`config.mk`:
```
export PLATFORM = sky130hd
export DESIGN_NAME = fetch_pc_unit
export DESIGN_NICKNAME = d
export VERILOG_FILES = /design/src/rtl/fetch_pc_unit.sv
export SDC_FILE = /design/constraint.sdc
export NUM_CORES = 1
export LEC_CHECK = 0
export CAP_MARGIN = 20
export CORE_AREA = 10 10 65 67
export CTS_BUF_LIST = sky130_fd_sc_hd__clkbuf_4 sky130_fd_sc_hd__clkbuf_8
export CTS_CLUSTER_DIAMETER = 150
export CTS_CLUSTER_SIZE = 14
export DETAILED_ROUTE_END_ITERATION = 12
export DIE_AREA = 0 0 75 77
export PLACE_DENSITY = 0.81
export REMOVE_ABC_BUFFERS = 1
export SYNTH_ARGS = -nofsm -noshare
export SYNTH_HDL_FRONTEND = slang
export SYNTH_SLANG_ARGS = --single-unit
```
`constraint.sdc`:
```
create_clock -name Clk -period 2.55 [get_ports Clk]
set_input_delay 0.255 -clock Clk [delete_from_list [all_inputs] [get_ports Clk]]
set_output_delay 0.255 -clock Clk [all_outputs]
set_load 0.02 [all_outputs]
```
`src/rtl/fetch_pc_unit.sv`:
```
// fetch_pc_unit: program counter and fetch sequencer with an IDLE/RUN/DONE
// handshake. Optional executed-cycle counter enabled by defining CYCLE_CNT_EN;
// without it CycleCount is tied to zero.
module fetch_pc_unit #(
  parameter int PCW = 10,
  parameter int W   = 8,
  parameter int CW  = 16
) (
  input  logic           Clk,
  input  logic           ResetN,
  input  logic           Start,
  input  logic           Stall,
  input  logic           BranchEn,
  input  logic           BranchRel,
  input  logic [W-1:0]   BranchReg,
  input  logic           HaltInstr,
  output logic [PCW-1:0] ProgCounter,
  output logic           FetchValid,
  output logic           Done,
  output logic [CW-1:0]  CycleCount
);

  typedef enum logic [1:0] {
    ST_IDLE = 2'd0,
    ST_RUN  = 2'd1,
    ST_DONE = 2'd2
  } state_t;

  state_t         state;
  state_t         next_state;
  logic [PCW-1:0] next_pc;
  logic [PCW-1:0] rel_offset;
  logic [PCW-1:0] abs_target;

  // Branch register as a signed PC offset and as a zero-extended target;
  // both are fitted to PCW bits so the add wraps modulo 2**PCW.
  assign rel_offset = PCW'(signed'(BranchReg));
  assign abs_target = PCW'(BranchReg);

  // A fetch is live only while running and not frozen by a stall.
  assign FetchValid = (state == ST_RUN) && !Stall;

  // Next-state and next-PC selection: halt beats branch beats increment.
  always_comb begin
    // NOTE: every output of this block gets a default first so no path leaves
    // it unassigned, which would otherwise infer a latch.
    next_state = state;
    next_pc    = ProgCounter;
    unique case (state)
      ST_IDLE, ST_DONE: begin
        if (Start) begin
          next_state = ST_RUN;
          next_pc    = '0;
        end
      end
      ST_RUN: begin
        if (!Stall) begin
          if (HaltInstr) begin
            next_state = ST_DONE;
          end else if (BranchEn) begin
            next_pc = BranchRel ? (ProgCounter + rel_offset) : abs_target;
          end else begin
            next_pc = ProgCounter + PCW'(1);
          end
        end
      end
      default: begin
        next_state = ST_IDLE;
        next_pc    = '0;
      end
    endcase
  end

  // State, PC and Done registers; synchronous reset has top priority.
  always_ff @(posedge Clk) begin
    // NOTE: registered state uses non-blocking assignments so every flop
    // samples the pre-edge values, independent of statement order.
    if (!ResetN) begin
      state       <= ST_IDLE;
      ProgCounter <= '0;
      Done        <= 1'b0;
    end else begin
      state       <= next_state;
      ProgCounter <= next_pc;
      Done        <= (next_state == ST_DONE);
    end
  end

`ifdef CYCLE_CNT_EN
  logic          count_step;
  logic          count_clear;
  logic [CW-1:0] cycle_q;

  assign count_step  = (state == ST_RUN) && !Stall;
  assign count_clear = (state != ST_RUN) && Start;

  // Saturating count of unstalled RUN cycles, cleared when a run starts.
  always_ff @(posedge Clk) begin
    if (!ResetN) begin
      cycle_q <= '0;
    end else if (count_clear) begin
      cycle_q <= '0;
    end else if (count_step && (cycle_q != '1)) begin
      cycle_q <= cycle_q + CW'(1);
    end
  end

  assign CycleCount = cycle_q;
`else
  assign CycleCount = '0;
`endif

endmodule

```
Yosys cells after proc, flatten, opt, wreduce, memory -nomap -nowiden
Index checks and enable logic that the tools add are counted.
- word-level logic and storage cells: 26
- register bits after elaboration: 13
- input bits: 15
- output and inout port bits: 28
- muxes and demuxes: 10
- $add $sub $neg: 2
- reduce and logical (&&, ||, !) cells: 5
- equal/unequal tests: 6
- operators by type and width (kind ; count):
    $mux 10 ; 5
    $pmux 10 s2 ; 1
    $add 10x1->10 const B ; 1
    $add 10x10->10 ; 1
    $mux 2 ; 3
    $ne 2x2->1 const B ; 3
    $eq 2x2->1 const B ; 2
    $pmux 2 s2 ; 1
    $reduce_and 3->1 ; 1
    $eq 2x1->1 const B ; 1
    $logic_not 2->1 ; 1
    $reduce_or 2->1 ; 1
    $logic_and 1x1->1 ; 1
    $logic_not 1->1 ; 1

Logic depth before layout (Yosys ltp)
- word-level depth: 6
- gate-level depth with buffers: 8
- gate-level depth less buffers: 8

Least setup slack after synthesis
Ideal clock, no wire load.
- path kind: register to register
- start point: register ProgCounter[1]
- end point: register ProgCounter[6]
- cell stages (with the launch flop): 9
- clock period less this slack: 2.249 ns
- arrival: 2.127 ns
- path slack: 0.301 ns
- buffers on the path: 1
- data required time: 2.428 ns
- setup time: 0.122 ns
- cells stage by stage: dfxtp_1 clkbuf_1 inv_1 fa_1 nor2b_1 o31a_1 o21ai_0 and4_1 o311a_1
- word-level cells in the longest chain between the ends: 6
- elaborated cells on any way between the ends: 7
- classes of those cells: add/sub (2); mux (5)
- ends and longest elaborated chain (what ; RTL line ; source):
    start, declared ; 17 ; output logic [PCW-1:0] ProgCounter,
    start signal, assigned ; 84 ; ProgCounter <= next_pc;
    $add 10x10->10 ; 61 ; next_pc = BranchRel ? (ProgCounter + rel_offset) : abs_target;
    $mux 10 ; 61 ;
    $mux 10 (*) ; 60 ; end else if (BranchEn) begin
    $mux 10 (*) ; 58 ; if (HaltInstr) begin
    $mux 10 (*) ; 57 ; if (!Stall) begin
    $pmux 10 s2 (*) ; 49 ; unique case (state)
Mark *: on every way between the ends. The rest lies on a longest branch, timed or not. The select of a mux whose other input is x is not followed.
A chain may end at the register's enable or synchronous reset.

Worst setup path after layout
- start point: input BranchReg[0]
- end point: register ProgCounter[6]
- word-level cells in the longest chain between the ends: 6
- ends and longest elaborated chain (what ; RTL line ; source):
    start, declared ; 15 ; input logic [W-1:0] BranchReg,
    $add 10x10->10 ; 61 ;
    $mux 10 ; 61 ;
    $mux 10 ; 60 ;
    $mux 10 ; 58 ;
    $mux 10 ; 57 ;
    $pmux 10 s2 ; 49 ;
No other way between the ends. The select of a mux whose other input is x is not followed.

==> results.yml <==
final_layout:
  drive_gt1_frac: 0.0741
  diodes: 0
  fin_nets: 243
  area_delta_synth_final_pct: 20.4
  stdcell_count: 249
  postLayoutCoreUtil: 0.569
  finalInstanceArea_sq_um: 1700
  nFillCells: 291
flow_run:
  drv_cap: 0
routing:
  drt_iter0_markers: 186
  wl_per_cell_um: 15.7
  finalWirelength_um: 3910
  avgViaCountPerCell: 5.74
  vias: 1429
  firstDrtPassIters: 4
  drc: 0
  final_antenna_net_count: 0
timing:
  clock_skew_ns: 0.00263
  setup_viol: 0
  slew_headroom: 0.597
  slew_violations: 0
  fin_ws_ns: 0.416
  finalHoldViolCount: 0
  layout_min_cycle_time_ns: 2.13
  min_period_over_period: 0.837
  rsz0062_at_grt: "false"
  worst_pin_slew_ns: 0.603
  max_freq_mhz: 468
  whs_ns: 0.552
  final.setup.tns_ns: 0
synth:
  yosys.area.top_type: "dfxtp_1"
  synth_top_family_by_area: "compound AO/OA/AOI/OAI gates"
  netlist_instances: 188
  synthAdderAreaFrac: 0.103
  synth-xor-area-share: 0.0436
  synth_edf_count: 0
  yosysSeqAreaShare: 0.185
  ys_warn_count: 0
  synth.most_common_cell: "buf_4"
  synth_compound_area_frac: 0.281
  ys_types: 50
  ys_top_cells_by_count: "buf_4, a21oi_1, nor2_1"
  syn_area_sq_um: 1410
  synth_top_area_share: 0.185
  netlist_top_cells_area: "dfxtp_1, ha_1, buf_4"
  syn_area_per_cell_sq_um: 7.49
  async_reset_ff_frac: 0
  synth_flop_cell: "dfxtp_1"
  synth_simple_gate_area_frac: 0.204
  synth.ff_latch_count: 13
  synth.mux.area_fraction: 0.0373
floorplan:
  pin_count: 43
  die_width_um: 75
  core_sq_um: 2980
  fp.dieArea_sq_um: 5780
  num_rows: 20
  die_h_um: 77
  start_util: 0.473
cts:
  clk_latency_ns: 0.29
  clk_pin_slew_worst_paths_ns: 0.09
  numCtsBuffers: 3
  cts_tree: "done"
  cts.sinks: 13
  ctsResizeCount: 0
  ctsHoldBuffers: 0
  cts-root-buf: "clkbuf_4"
  htreeDepth: 1
  postCtsSetupBuffers: 0
  clk_path_buf_depth: 2
worst_setup_path:
  r2r_slack_ns: 0.52
  endpoint_kind: "flop"
  start_kind: "input port"
  critPathKind: "input port to flop"
  cp_data_arrival_time_ns: 2.32
  cp_data_required_time_ns: 2.74
  cp_max_fo: 2
placed_design:
  post-dp-hpwl_um: 3050
  portBuffers: 26
  preCtsSetupSlack_ns: 0.129
  placed_cells: 245
  placed_area_sq_um: 1670
  gp_congestion: 0.867
pwr:
  p_per_area_nw_per_um2: 310
  leakagePower_nw: 0.679
  power_uw: 526
  ir_worst_vdd_mv: 0.287
grt:
  grt_pass1_wl_um: 6470
  grt_use_total: 0.135
  antenna_found_initial: 0
  grt_max_degree: 19
  grt_pass1_vias: 1391
  gr-total-overflow: 0
run_status:
  status: "finished clean"
min_path:
  min_path_type: "flop to flop"
state kept, by name (all words and copies together) (netlist names):
signal,cells
ProgCounter,10
state,2
Done,1
layer usage:
metal	GRT usage	up-vias	wire (um)
met3	0.0438	9	408
met1	0.178	641	1660
met2	0.192	66	1750
met4	0.0587	0	84
met5	0	-	0
li1	-	713	-
layout by cell type, fill, tap and decap left out, types with 3 or more instances in the layout:
cell,instances
a21oi_1,15
a31oi_1,3
and3_1,3
buf_4,7
clkbuf_4,4
clkdlybuf4s50_1,26
conb_1,16
dfxtp_1,13
ha_1,10
inv_1,12
mux2i_1,3
nand2_1,10
nand3_1,7
nand4_1,5
nor2_1,15
nor2b_1,3
nor3_1,3
o21ai_0,10
o21ai_1,6
xnor2_1,5
area by class of cell:
cell class,count,area (sq um),share of cell area
Timing Repair Buffer,33,313,0.185
Inverter,13,48.8,0.0288
Clock buffer,4,30.0,0.0177
Tap cell,33,41.3,0.0244
Multi-Input combinational cell,153,1000,0.591
Sequential cell,13,260,0.154
worst paths after layout:
path	to	start	depth (start not counted)
worst max-delay path	ProgCounter[6]$_SDFFE_PN0P_	BranchReg[0]	9
worst min-delay path	ProgCounter[4]$_SDFFE_PN0P_	ProgCounter[4]$_SDFFE_PN0P_	2
worst max register to register	ProgCounter[6]$_SDFFE_PN0P_	ProgCounter[0]$_SDFFE_PN0P_	8
worst min register to register	ProgCounter[4]$_SDFFE_PN0P_	ProgCounter[4]$_SDFFE_PN0P_	2
where the power goes:
| group | total, mW | internal [mW] | leakage [nW] | switching [mW] |
|---|---|---|---|---|
| clock network | 0.151 | 0.0716 | 0.0184 | 0.0793 |
| logic | 0.162 | 0.0658 | 0.555 | 0.0961 |
| registers | 0.213 | 0.207 | 0.105 | 0.00592 |
critical path: stages:
cell	delay [ns]
clkdlybuf4s50_1	0.48
ha_1	0.17
inv_1	0.06
fa_1	0.40
nor2b_1	0.16
o31a_1	0.16
o21ai_0	0.10
and4_1	0.22
o311a_1	0.31
kinds of logic after synthesis:
logic type / Yosys count
XOR/XNOR: 7
AND/OR/NAND/NOR: 55
adder cells (fa/ha/maj): 11
buffers and inverters: 37
other: 1
AO/OA/AOI/OAI: 59
multiplexers: 5
flip-flops: 13
Power figures use the tool's default switching activity.
